--- src/rtl/eka_pkg.sv ---
// Shared fetch-side definitions: machine width, reset/NOP constants, the
// instruction alignment mask and the {pc, inst} buffer entry layout.
package eka_pkg;

  localparam int unsigned XLEN = 32;

  localparam logic [XLEN-1:0] DEFAULT_RESET_PC = 32'h0000_0000;
  localparam logic [XLEN-1:0] INST_NOP         = 32'h0000_0013;
  localparam logic [XLEN-1:0] INST_ALIGN       = 32'hFFFF_FFFC;

  // One instruction buffer entry as seen by decode.
  typedef struct packed {
    logic [XLEN-1:0] pc;
    logic [XLEN-1:0] inst;
  } fetch_entry_t;

  // Force an address onto a word boundary.
  function automatic logic [XLEN-1:0] align_pc(input logic [XLEN-1:0] addr);
    return addr & INST_ALIGN;
  endfunction

endpackage

--- src/rtl/fetch_fifo.sv ---
// Small in-order FIFO with synchronous flush, used for the instruction
// buffer and for the PC tag queue.
//   clk, rst_n      clock, async active-low reset
//   flush           empty the queue (takes priority over push)
//   push, push_data enqueue; accepted when not full or when popping
//   pop             dequeue the head; ignored when empty
//   head            current head entry (RESET_VAL straight out of reset)
//   empty, full     status flags
//   count           current occupancy
module fetch_fifo #(
  parameter int unsigned       WIDTH     = 32,
  parameter int unsigned       DEPTH     = 2,
  parameter logic [WIDTH-1:0]  RESET_VAL = '0,
  parameter int unsigned       CNT_W     = $clog2(DEPTH + 1)
) (
  input  logic             clk,
  input  logic             rst_n,
  input  logic             flush,
  input  logic             push,
  input  logic [WIDTH-1:0] push_data,
  input  logic             pop,
  output logic [WIDTH-1:0] head,
  output logic             empty,
  output logic             full,
  output logic [CNT_W-1:0] count
);

  localparam int unsigned PTR_W = (DEPTH > 1) ? $clog2(DEPTH) : 1;

  logic [WIDTH-1:0] mem [DEPTH];
  logic [PTR_W-1:0] rd_ptr;
  logic [PTR_W-1:0] wr_ptr;
  logic             do_push;
  logic             do_pop;

  // Pointer increment with wrap for non-power-of-two depths.
  function automatic logic [PTR_W-1:0] ptr_inc(input logic [PTR_W-1:0] p);
    return (p == PTR_W'(DEPTH - 1)) ? '0 : p + PTR_W'(1);
  endfunction

  assign empty   = (count == '0);
  assign full    = (count == CNT_W'(DEPTH));
  assign do_pop  = pop && !empty;
  // A pop frees the slot the push lands in, so full+pop+push is legal.
  assign do_push = push && (!full || do_pop);
  assign head    = mem[rd_ptr];

  // Storage.
  always_ff @(posedge clk or negedge rst_n) begin
    if (!rst_n) begin
      for (int i = 0; i < DEPTH; i++) mem[i] <= RESET_VAL;
    end else if (do_push && !flush) begin
      mem[wr_ptr] <= push_data;
    end
  end

  // Pointers and occupancy.
  always_ff @(posedge clk or negedge rst_n) begin
    if (!rst_n) begin
      rd_ptr <= '0;
      wr_ptr <= '0;
      count  <= '0;
    end else if (flush) begin
      rd_ptr <= '0;
      wr_ptr <= '0;
      count  <= '0;
    end else begin
      if (do_pop)  rd_ptr <= ptr_inc(rd_ptr);
      if (do_push) wr_ptr <= ptr_inc(wr_ptr);
      if (do_push && !do_pop)      count <= count + CNT_W'(1);
      else if (do_pop && !do_push) count <= count - CNT_W'(1);
    end
  end

endmodule

--- src/rtl/fetch_unit.sv ---
// Instruction fetch: issues word-aligned requests to instruction memory,
// tags each with its PC, buffers returned words and presents {pc, inst}
// to decode. A redirect flushes the buffer and marks every outstanding
// request stale; stale responses are counted off and discarded.
//   clk, rst_n                     clock, async active-low reset
//   op_imem_req_valid/addr         fetch request to memory
//   ip_imem_req_ready              memory accepts the request
//   ip_imem_rsp_valid/data         in-order response, no backpressure
//   op_valid, op_inst, op_pc       entry presented to decode
//   ip_ready                       decode consumes the entry
//   ip_redirect, ip_redirect_pc    taken branch/jump target
module fetch_unit
  import eka_pkg::*;
#(
  parameter logic [XLEN-1:0] RESET_PC  = DEFAULT_RESET_PC,
  parameter int unsigned     BUF_DEPTH = 2
) (
  input  logic            clk,
  input  logic            rst_n,
  output logic            op_imem_req_valid,
  output logic [XLEN-1:0] op_imem_addr,
  input  logic            ip_imem_req_ready,
  input  logic            ip_imem_rsp_valid,
  input  logic [XLEN-1:0] ip_imem_rsp_data,
  output logic [XLEN-1:0] op_inst,
  output logic [XLEN-1:0] op_pc,
  output logic            op_valid,
  input  logic            ip_ready,
  input  logic            ip_redirect,
  input  logic [XLEN-1:0] ip_redirect_pc
);

  localparam int unsigned CNT_W = $clog2(BUF_DEPTH + 1);
  localparam int unsigned SUM_W = CNT_W + 1;
  localparam int unsigned ENT_W = $bits(fetch_entry_t);
  localparam fetch_entry_t RESET_ENTRY = '{pc: RESET_PC, inst: INST_NOP};

  logic [XLEN-1:0]  pc_q, pc_d;
  logic [CNT_W-1:0] inflight_q, inflight_d;
  logic [CNT_W-1:0] drop_q, drop_d;

  logic             req_xfer;
  logic             rsp_ok;
  logic             rsp_stale;
  logic             rsp_good;
  logic             out_pop;
  logic [SUM_W-1:0] occupancy;

  fetch_entry_t     buf_head;
  fetch_entry_t     buf_in;
  logic             buf_empty, buf_full;
  logic [CNT_W-1:0] buf_count;

  logic [XLEN-1:0]  tag_head;
  logic             tag_empty, tag_full;
  logic [CNT_W-1:0] tag_count;

  // Issue only when the response is guaranteed a buffer slot.
  assign occupancy         = SUM_W'(inflight_q) + SUM_W'(buf_count);
  assign op_imem_req_valid = rst_n && !ip_redirect && (occupancy < SUM_W'(BUF_DEPTH));
  assign op_imem_addr      = pc_q;
  assign req_xfer          = op_imem_req_valid && ip_imem_req_ready;

  // A response with nothing outstanding is ignored.
  assign rsp_ok    = ip_imem_rsp_valid && (inflight_q != '0);
  assign rsp_stale = ip_redirect || (drop_q != '0);
  assign rsp_good  = rsp_ok && !rsp_stale && !tag_empty;

  assign buf_in    = '{pc: tag_head, inst: ip_imem_rsp_data};
  assign op_valid  = !buf_empty;
  assign op_inst   = buf_head.inst;
  assign op_pc     = buf_head.pc;
  assign out_pop   = op_valid && ip_ready;

  // Next-state for PC, in-flight and stale-drop counters.
  always_comb begin
    pc_d       = pc_q;
    inflight_d = inflight_q + CNT_W'(req_xfer) - CNT_W'(rsp_ok);
    drop_d     = drop_q;
    if (ip_redirect) begin
      pc_d   = align_pc(ip_redirect_pc);
      // Everything still outstanding after this edge belongs to the old path.
      drop_d = inflight_d;
    end else begin
      if (req_xfer) pc_d = pc_q + XLEN'(4);
      if (rsp_ok && (drop_q != '0)) drop_d = drop_q - CNT_W'(1);
    end
  end

  always_ff @(posedge clk or negedge rst_n) begin
    if (!rst_n) begin
      pc_q       <= RESET_PC;
      inflight_q <= '0;
      drop_q     <= '0;
    end else begin
      pc_q       <= pc_d;
      inflight_q <= inflight_d;
      drop_q     <= drop_d;
    end
  end

  // PC of each live request, in issue order.
  fetch_fifo #(
    .WIDTH     (XLEN),
    .DEPTH     (BUF_DEPTH),
    .RESET_VAL (RESET_PC),
    .CNT_W     (CNT_W)
  ) u_tag_q (
    .clk       (clk),
    .rst_n     (rst_n),
    .flush     (ip_redirect),
    .push      (req_xfer && !ip_redirect),
    .push_data (pc_q),
    .pop       (rsp_good),
    .head      (tag_head),
    .empty     (tag_empty),
    .full      (tag_full),
    .count     (tag_count)
  );

  // Instruction buffer feeding decode; head is the registered output.
  fetch_fifo #(
    .WIDTH     (ENT_W),
    .DEPTH     (BUF_DEPTH),
    .RESET_VAL (RESET_ENTRY),
    .CNT_W     (CNT_W)
  ) u_ibuf (
    .clk       (clk),
    .rst_n     (rst_n),
    .flush     (ip_redirect),
    .push      (rsp_good),
    .push_data (buf_in),
    .pop       (out_pop),
    .head      (buf_head),
    .empty     (buf_empty),
    .full      (buf_full),
    .count     (buf_count)
  );

  // Protocol and internal consistency checks.
  a_rsp_with_request: assert property (@(posedge clk) disable iff (!rst_n)
    ip_imem_rsp_valid |-> (inflight_q != '0));
  a_buf_slot: assert property (@(posedge clk) disable iff (!rst_n)
    rsp_good |-> (!buf_full || out_pop));
  a_tag_slot: assert property (@(posedge clk) disable iff (!rst_n)
    req_xfer |-> !tag_full);
  a_tag_count: assert property (@(posedge clk) disable iff (!rst_n)
    tag_count <= inflight_q);

endmodule

--- config.mk ---
export PLATFORM = sky130hd
export DESIGN_NAME = fetch_unit
export DESIGN_NICKNAME = d
export VERILOG_FILES = /design/src/rtl/eka_pkg.sv /design/src/rtl/fetch_fifo.sv /design/src/rtl/fetch_unit.sv
export SDC_FILE = /design/constraint.sdc
export NUM_CORES = 1
export LEC_CHECK = 0
export BUFFER_PORTS_ARGS = -buffer_cell sky130_fd_sc_hd__buf_4
export CAP_MARGIN = 20
export CORE_ASPECT_RATIO = 1.2
export CORE_UTILIZATION = 55
export CTS_CLUSTER_DIAMETER = 40
export DETAILED_ROUTE_END_ITERATION = 10
export PLACE_DENSITY_LB_ADDON = 0.3
export SETUP_SLACK_MARGIN = 0.5
export SYNTH_ARGS = -nofsm -noshare
export SYNTH_HDL_FRONTEND = slang
export SYNTH_SLANG_ARGS = --single-unit
--- constraint.sdc ---
create_clock -name clk -period 6.91 [get_ports clk]
set_clock_uncertainty 0.15 [all_clocks]
set_input_delay 1.0365 -clock clk [delete_from_list [all_inputs] [get_ports clk]]
set_output_delay 1.0365 -clock clk [all_outputs]
set_load 0.05 [all_outputs]
==> reports/summary.txt, run 1 <==
Critical Path AT: 4260 ps
H-tree depth reported by CTS: 1
Clk_lat worst skew: 520 ps
Seq cells post-synth: 226
CTS Buffer Depth: 3
Post-route DRC: 0
Root buf cell: clkbuf_16
P&R area growth vs syn: 20.96%
Hold Path Class: in -> async
CTS Hold Bufs: 0
Die Span X: 129.8 µm
Site Rows: 55
Synth area leader: dfrtp_1
Hold Fails Final Rpt: 0
Die area: 0.02018 mm²
Post-synth EDFFs: 0
Synth Instances: 793
Endpoints failing setup: 0
Slowest stage delay, CP: 540 ps
CTS resizes: 0
Final WS setup: 2901 ps
Syn. warnings: 0
Iter 0 DRT Violations: 350
Max-slew violations: 0
F_max: 249.4 MHz
Sequential Power Share: 40.5%
CTS tree: built
Worst reg2reg startpoint: u_ibuf.count[0]$_DFFE_PN0P_
Final wirelength: 22.72 mm
Initial antenna violation count: 0
CP Data Required Time: 7160 ps
Asr flop ratio synth: 100.0%
Worst setup startpoint: u_ibuf.count[0]$_DFFE_PN0P_
DIE HEIGHT: 155.4 µm
Logic gate share of total power: 24.8%
Switching power: 1.323 mW
Sequential cell area fraction in the yosys report: 52.51%
PwrDens: 329.2 mW/mm²
Top-area cell type share of the netlist area: 51.04%
Wirelength per Cell: 18.64 µm
Largest net degree at the start of global routing: 79
Antenna Cells: 0
Cell Area, Synth: 0.01079 mm²
Final HPWL DP: 14.26 mm
Final ANT Viol Nets: 0
Nature of the critical path endpoint: flip-flop
# IOs: 168
Drt pass-1 iters: 5
Clock slew at reported path FFs: 60 ps
Worst-path fanout max: 36
Unique masters post-synth: 59
P_int: 2.972 mW
Total power: 4.295 mW
Setup crit start kind: flip-flop
Worst path cell trace: and2_1 -> fa_1 -> nor4b_2 -> and2_1 -> buf_4 -> inv_2 -> a31oi_1 -> and2b_1 -> buf_4 -> mux2_2
Flop-to-flop setup slack: 2900 ps
Fin crit period: 4009 ps
Nets: 1017
Most frequent cells in the layout: dfrtp_1, mux2_2, buf_4, mux2_4, nand2_1
Setup_tns: 0 ps
DR vias/cell: 5.660
Syn avg cell area: 13.60 µm²
Initial Utilization: 56.58%
Crit-path slowest cell: and2b_1
Via count: 6900
Crit share post-route: 58.02%
Switching share of power: 30.81%
Max-cap check violation count: 0
Core Region: 0.01906 mm²
Layout cells sized above 1: 53.69%
Unrepaired setup endpoints after global routing: no
Max VDD drop: 0.0003193 V
Static leakage: 6.561 nW
Most common cell after layout, fill and taps aside: dfrtp_1
Postcts setup bufs: 0
Gr usage total: 23.27%
Status: finished, final reports clean
Vias in the first global route: 7124
GPL Wtd Cong: 0.8270
Total grt overflow: 0
CTS buffer count: 28
Max-slew headroom: 30.31%
PortBufs: 161
Setup CP Type: reg -> reg
Worst-Margin Slew: 1045 ps
R2R Path End: u_tag_q.mem[37]$_DFFE_PN0P_
Area contributors post-synth: dfrtp_1, mux2_2, mux2_4, nand2_1, dfstp_2
First-pass GRT wire length: 37.30 mm
Clock Power Share: 34.7%
R2R cell count: 10
Ys flop type: dfrtp_1
Place WS: 2392 ps
CTS Sinks: 226
Yosys cell counts, drive strengths merged (5+ instances only):
cell type,count
dfrtp,220
a21oi,10
o311ai,7
nand4,9
o211ai,8
nand2,47
mux2,276
dfstp,6
nand3,16
o21ai,30
nor3,5
mux2i,7
nor2,21
inv,12
a31oi,8
clkbuf,27
buf,27
cells by family after synthesis:
logic type | synth area share [%]
AO/OA/AOI/OAI | 4.849
XOR/XNOR | 0.4060
adder cells (fa/ha/maj) | 0.6497
buffers and inverters | 3.608
flip-flops | 52.51
multiplexers | 31.52
other | 0.03477
AND/OR/NAND/NOR | 6.427
worst max-delay path: cells and delay by family, from the launching register on:
kind,cells,cell delay [ps]
simple gates,4,1230
buf+inv,3,900
fa+ha+maj,1,450
flops,1,440
mux,1,370
compound gates,1,310
area by class of cell:
class | count | area (µm²)
fillers | 1399 | 6016
flip-flops and latches | 226 | 5664
multi-input cells | 504 | 4755
repair buffers | 170 | 1284
clock buffers | 37 | 815.8
well taps | 256 | 320.3
clock inverters | 14 | 162.7
inverters | 12 | 45.04
worst max path at each step:
stage	endpoint	slack, ps
final	u_tag_q.mem[37]$_DFFE_PN0P_	2900
after global placement	u_tag_q.mem[35]$_DFFE_PN0P_	2390
after floorplan	drop_q[1]$_DFFE_PN0P_	3190
after CTS	u_tag_q.mem[52]$_DFFE_PN0P_	2900
after detailed placement	u_tag_q.mem[35]$_DFFE_PN0P_	2390
after global routing	u_tag_q.mem[47]$_DFFE_PN0P_	2580
metrics by stage:
stage / utilization [%] / area (µm²) / cells / hold WS (ps)
2_1_floorplan: - / 10800 / 796 / 323.7
3_3_place_gp: 63.31 / 12070 / 1168 / 331.3
3_5_place_dp: 63.31 / 12070 / 1168 / 337.3
4_1_cts: 68.44 / 13050 / 1219 / 345.2
5_1_grt: 68.44 / 13050 / 1219 / 358.3
6_report: 68.44 / 13050 / 1219 / 317.1
flip-flops by register name, indices dropped and copies added, names as in the netlist:
name	count
u_ibuf.wr_ptr	1
u_tag_q.mem	60
u_ibuf.count	2
u_tag_q.count	2
u_ibuf.mem	124
u_tag_q.wr_ptr	1
u_tag_q.rd_ptr	1
op_imem_addr	30
u_ibuf.rd_ptr	1
inflight_q	2
drop_q	2
layer usage:
metal	track usage, %	wire length (µm)	part of all wire [%]	up-vias
met5	0	0	0	-
met4	6.811	490	2.2	0
met1	32.17	10110	44	3498
met2	37.76	10910	48	205
li1	-	-	-	3164
met3	3.783	1217	5.4	33
power groups by stage:
stage	Combinational [mW]	Sequential, mW	Clock (mW)
finish	1.06	1.74	1.49
global route	1.14	1.77	1.58
CTS	1.07	1.74	1.52
detailed placement	1.06	1.76	0
global placement	1.04	1.74	0
floorplan	0.735	1.77	0
(Power assumes the default switching activity.)
==> inputs of run 2 (changes only) <==
ABC_AREA = 1   (was unset)
clock period = 4.19 ns   (was 6.91 ns; I/O delays follow)
==> run 2 against run 1 <==
Combinational power grew to 3.5 times the previous value. Critical path depth is the same. Register-to-register slack lost 1600 ps. Sequential power grew 84%. Count of clock-buffer cells in the layout shrank 5. Utilization shrank 0.68 points. Sequential share of layout area shrank 0.64 points. Sequential cell count is the same. Via count grew 41%. Synthesized cell count grew 83%. Critical path type is now in -> reg. Critical endpoint is now u_tag_q.mem[44]$_DFFE_PN0P_.
==> reports/summary.txt, run 2 <==
Critical Path AT: 3250 ps
Max-slew headroom: 29.42%
Root buf cell: clkbuf_16
Area contributors post-synth: dfrtp_1, nand2_1, o21ai_0, inv_1, nor2_1
Synth area leader: dfrtp_1
Core Region: 0.01955 mm²
Hold Crit Depth: 3
# IOs: 168
Nets: 1656
Layout Utilization: 67.76%
PwrDens: 705.5 mW/mm²
R2R cell count: 10
Ys flop type: dfrtp_1
Max-cap check violation count: 0
Die Span X: 130.7 µm
Crit share post-route: 71.60%
Clock slew at reported path FFs: 60 ps
Wirelength per Cell: 14.27 µm
DIE HEIGHT: 156.5 µm
Fin cells: 1861
Initial Utilization: 55.96%
Area share of and/or/nand/nor cells after synthesis: 24.92%
Layout cells sized above 1: 15.13%
Nature of the critical path endpoint: flip-flop
Static leakage: 6.836 nW
Worst-Margin Slew: 1058 ps
Design area: 0.01325 mm²
CTS Sinks: 226
Worst-path fanout max: 42
Worst reg2reg startpoint: u_ibuf.count[0]$_DFFE_PN0P_
Syn. warnings: 0
Complex-gate fraction of the synthesized area: 13.55%
Gr usage total: 25.94%
Initial antenna violation count: 0
Iter 0 DRT Violations: 633
Max FFs per register: 124
CTS Buffer Depth: 3
Final HPWL DP: 17.31 mm
Setup_tns: 0 ps
Placed cell area: 0.01226 mm²
Synth Instances: 1449
Combinational family with the most area after synthesis: simple AND/OR/NAND/NOR gates
Largest Register: u_ibuf.mem
CTS tree: built
Hold Fails Final Rpt: 0
Mux contribution to synthesized area: 0%
Placed Instances: 1810
Endpoints failing setup: 0
P&R area growth vs syn: 21.09%
Postcts setup bufs: 0
Unrepaired setup endpoints after global routing: no
Flop-to-flop setup slack: 1290 ps
Unique masters post-synth: 31
CP Data Required Time: 4440 ps
Top-area cell type share of the netlist area: 50.33%
Setup crit start kind: primary input
Hold Path Sink: op_imem_addr[6]$_DFFE_PN0N_
Top-count cell post-synth: nand2_1
Hold path start: ip_redirect_pc[6]
Clk_lat worst skew: 530 ps
Adder-Cell Fraction of Synth Area: 0.6405%
Final ANT Viol Nets: 0
Sequential cell area fraction in the yosys report: 51.77%
Fin crit period: 3000 ps
GPL Wtd Cong: 0.9403
DR vias/cell: 5.226
Die area: 0.02046 mm²
Setup CP Type: in -> reg
F_max: 333.3 MHz
CTS buffer count: 27
Final wirelength: 26.55 mm
Post-route DRC: 0
H-tree depth reported by CTS: 1
Antenna Cells: 0
PortBufs: 161
Via count: 9726
Site Rows: 56
Most common cell after layout, fill and taps aside: nand2_1
Status: finished, final reports clean
Max VDD drop: 0.0004222 V
Hold Path Class: in -> reg
Hold WS: 161.4 ps
Cell Area, Synth: 0.01094 mm²
Max-slew violations: 0
Drt pass-1 iters: 8
First-pass GRT wire length: 42.48 mm
Seq cells post-synth: 226
R2R Path End: u_tag_q.mem[44]$_DFFE_PN0P_
Vias in the first global route: 8795
XOR/XNOR Fraction of Synth Area: 0.9608%
Post-synth top cells: nand2_1, o21ai_0, dfrtp_1
Post-synth EDFFs: 0
Syn avg cell area: 7.550 µm²
Most frequent cells in the layout: nand2_1, o21ai_0, dfrtp_1, buf_4, inv_1
Asr flop ratio synth: 100.0%
Total grt overflow: 0
Largest net degree at the start of global routing: 85
[run 2: worst max-delay path by stage]
stage | slack [ps] | to | start
6_report | 1190 | u_tag_q.mem[44]$_DFFE_PN0P_ | rst_n
3_5_place_dp | 970 | u_tag_q.mem[13]$_DFFE_PN0P_ | rst_n
5_1_grt | 920 | u_tag_q.mem[55]$_DFFE_PN0P_ | rst_n
3_3_place_gp | 1090 | u_tag_q.mem[25]$_DFFE_PN0P_ | rst_n
2_1_floorplan | 1610 | op_inst[23] | u_ibuf.rd_ptr$_DFFE_PN0P_
4_1_cts | 870 | u_tag_q.mem[14]$_DFFE_PN0P_ | rst_n
[run 2: report_power, final]
part           internal (mW)  leakage (nW)  switching, mW
combinational           1.06          3.52           2.65
sequential              2.83          2.85          0.374
clock                   1.49         0.461          0.941
[run 2: area by class of cell]
cell class              instances  area, µm²
fillers                      1613       6302
flip-flops and latches        226       5667
inverters                     138      518.0
repair buffers                178       1404
multi-input cells            1010       4399
well taps                     261      326.6
clock inverters                16      207.7
clock buffers                  32      724.4
[run 2: cells by family after synthesis]
kind of cell / after synthesis
flops: 226
simple gates: 698
compound gates: 291
other cells: 1
fa+ha+maj: 5
xor+xnor: 12
buf+inv: 216
[run 2: repair_timing]
action / CTS / global route
resized for setup: 0 / 0
hold buffers: 1 / 0
endpoints found under the hold margin: 35 / 0
[run 2: layer usage]
metal  vias to the layer above  wire [µm]  global-route usage, %
met5                         -          0                      0
met4                         0        829                  9.414
met3                        56       1906                  3.692
met2                       325      12430                  42.03
met1                      4552      11390                  35.41
li1                       4793          -                      -
[run 2: through the flow]
stage          worst slack [ps]  total power [mW]
2_1_floorplan              1615             5.773
3_3_place_gp               1094             6.822
3_5_place_dp              966.7             6.928
4_1_cts                   871.8             9.378
5_1_grt                   919.8             9.868
6_report                   1190             9.345
[run 2: critical path, cell delays in order]
cell and delay [ps]:
dlygate4sd3_1 570, buf_8 310, inv_1 70, nor2_1 160, nand3_2 220, inv_1 200
nand3b_2 480, buf_4 400, nand2_1 80, o21ai_0 90
==> inputs of run 3 (changes only) <==
ABC_AREA = 0   (was 1)
clock period = 2.8 ns   (was 4.19 ns; I/O delays follow)
==> run 3 against run 2 <==
The flow now finishes with violations (setup timing). Count of clock-buffer cells in the layout is 8 higher. Worst setup slack worse by 1200 ps. Sequential share of layout area is 6.1 points lower. Register-to-register slack worse by 1300 ps. Hold slack worse by 160 ps. Critical path depth stayed put. First-iteration DRC count is 30% lower. Die area is 1.4% lower. Routed wire length is 16% higher. Total power is 29% higher. Sequential cell count stayed put.
==> reports/summary.txt, run 3 (synthesized netlist as in run 1, its figures left out) <==
Status: finished, violations left
Violated checks: setup timing
Max VDD drop: 0.0005678 V
Final HPWL DP: 15.27 mm
Placed Instances: 1192
Final wirelength: 30.88 mm
H-tree depth reported by CTS: 2
Die area: 0.02018 mm²
Initial Utilization: 56.58%
Max FFs per register: 124
Logic gate share of total power: 29.3%
Critical Path AT: 3030 ps
Fillcell total: 977
Total power: 12.08 mW
Final ANT Viol Nets: 0
Hold Fails Final Rpt: 0
Site Rows: 55
Crit path depth: 10
Worst path cell trace: and2_4 -> fa_1 -> nor4b_4 -> and2_4 -> inv_4 -> a31oi_4 -> and2b_2 -> buf_12 -> buf_12 -> mux2_4
Delay-heaviest family, CP: simple AND/OR/NAND/NOR gates
WP buf/inv: 3
Layout cells sized above 1: 60.28%
Hold WS: 0.7043 ps
Switching power: 3.828 mW
Clock Power Share: 34.4%
Flop-to-flop setup slack: -7 ps
Die Span X: 129.8 µm
GPL Wtd Cong: 0.8448
Hold path start: ip_redirect_pc[8]
Worst-Margin Slew: 1146 ps
CTS Buffer Depth: 3
Switching share of power: 31.68%
Hold Path Class: in -> reg
R2R cell count: 10
Clock slew at reported path FFs: 50 ps
First-pass GRT wire length: 42.67 mm
P_int: 8.256 mW
Clk_lat worst skew: 500 ps
Gr usage total: 27.60%
Via count: 7851
Worst reg2reg startpoint: u_ibuf.count[0]$_DFFE_PN0P_
CTS buffer count: 34
Setup CP Type: reg -> reg
CP Data Required Time: 3020 ps
Max-slew headroom: 23.02%
Most frequent cells in the layout: dfrtp_1, mux2_4, buf_4, mux2_2, buf_8
Max-cap check violation count: 0
Wirelength per Cell: 23.55 µm
# IOs: 168
Nets: 1107
Largest net degree at the start of global routing: 68
Vias in the first global route: 7982
Hold Path Sink: op_imem_addr[8]$_DFFE_PN0N_
Final WS setup: -6.636 ps
R2R Path End: u_tag_q.mem[48]$_DFFE_PN0P_
Setup crit start kind: flip-flop
Worst setup startpoint: u_ibuf.count[0]$_DFFE_PN0P_
Endpoints failing setup: 2
Drt pass-1 iters: 5
CTS Sinks: 226
Worst-path fanout max: 8
PwrDens: 782.7 mW/mm²
CTS tree: built
Largest Register: u_ibuf.mem
Slowest stage delay, CP: 480 ps
Core Region: 0.01906 mm²
Antenna Cells: 0
Sequential Power Share: 36.3%
Fin crit period: 2807 ps
F_max: 356.3 MHz
Nature of the critical path endpoint: flip-flop
DR vias/cell: 5.989
Static leakage: 7.558 nW
Crit-path slowest cell: fa_1
DIE HEIGHT: 155.4 µm
Place WS: -119.0 ps
Max-slew violations: 0
Post-route DRC: 0
Crit share post-route: 100.2%
P&R area growth vs syn: 43.14%
Initial antenna violation count: 0
Unrepaired setup endpoints after global routing: yes
Iter 0 DRT Violations: 445
PortBufs: 161
Root buf cell: clkbuf_16
Most common cell after layout, fill and taps aside: dfrtp_1
Hold Crit Depth: 3
Total grt overflow: 0
Fin cells: 1311
-- run 3: cell types whose count changed in the layout (fill, tap and decap cells not counted), moves of 59 or more --
cell / delta
mux2_4: +146
o21ai_0: -256
mux2_2: +130
buf_8: +59
nand2_1: -559
inv_1: -124
-- run 3: final cells by class --
cell class / count / area, µm² / share of cell area [%]
multi-input combinational: 504 / 5378 / 34.83
clock inverter: 19 / 190.2 / 1.232
clock buffer: 40 / 914.6 / 5.924
inverter: 12 / 47.55 / 0.3080
tap: 256 / 320.3 / 2.075
sequential: 226 / 5664 / 36.69
timing repair buffer: 254 / 2924 / 18.94
-- run 3: worst max-delay path by stage --
stage                                             end  slack, ps
after global routing            drop_q[1]$_DFFE_PN0P_       -100
after detailed placement  u_tag_q.mem[54]$_DFFE_PN0P_       -120
after floorplan                 drop_q[1]$_DFFE_PN0P_       -470
final                     u_tag_q.mem[48]$_DFFE_PN0P_         -7
after global placement    op_imem_addr[7]$_DFFE_PN0N_        -90
after CTS                 u_tag_q.mem[54]$_DFFE_PN0P_         30
-- run 3: worst reg2reg max path, delay by kind of cell, from the launching register on --
family,cells,cell delay (ps)
compound gates,1,160
buf+inv,3,340
fa+ha+maj,1,480
mux,1,320
simple gates,4,850
flops,1,380
-- run 3: power groups by stage --
| stage | registers, mW | clock network, mW | logic (mW) |
|---|---|---|---|
| detailed placement | 4.32 | 0 | 2.77 |
| global placement | 4.28 | 0 | 2.71 |
| finish | 4.39 | 4.16 | 3.54 |
| floorplan | 4.37 | 0 | 1.86 |
| global route | 4.44 | 4.35 | 3.72 |
| CTS | 4.29 | 4.18 | 3.08 |
-- run 3: repair_timing --
| item | CTS | global route |
|---|---|---|
| hold buffers | 11 | 0 |
| hold endpoints to repair | 109 | 0 |
| setup endpoints to repair | 147 | 306 |
| cloned | 12 | 5 |
| resized for setup | 106 | 221 |
| setup buffers | 12 | 20 |
| pin swaps | 15 | 27 |
-- run 3: layer usage --
| metal | routed length [µm] | track usage [%] |
|---|---|---|
| met1 | 12330 | 35.34 |
| met5 | 0 | 0 |
| met2 | 15630 | 46.57 |
| met3 | 1883 | 5.433 |
| met4 | 1037 | 9.358 |
-- run 3: metrics by stage --
step                      TNS, ps  util [%]  instance area, µm²
after CTS                       0     75.27               14350
after global placement      -2243     64.80               12350
after detailed placement    -3396     64.86               12360
after floorplan            -22430         -               10880
after global routing        -1877     80.99               15440
final                      -10.48     80.99               15440
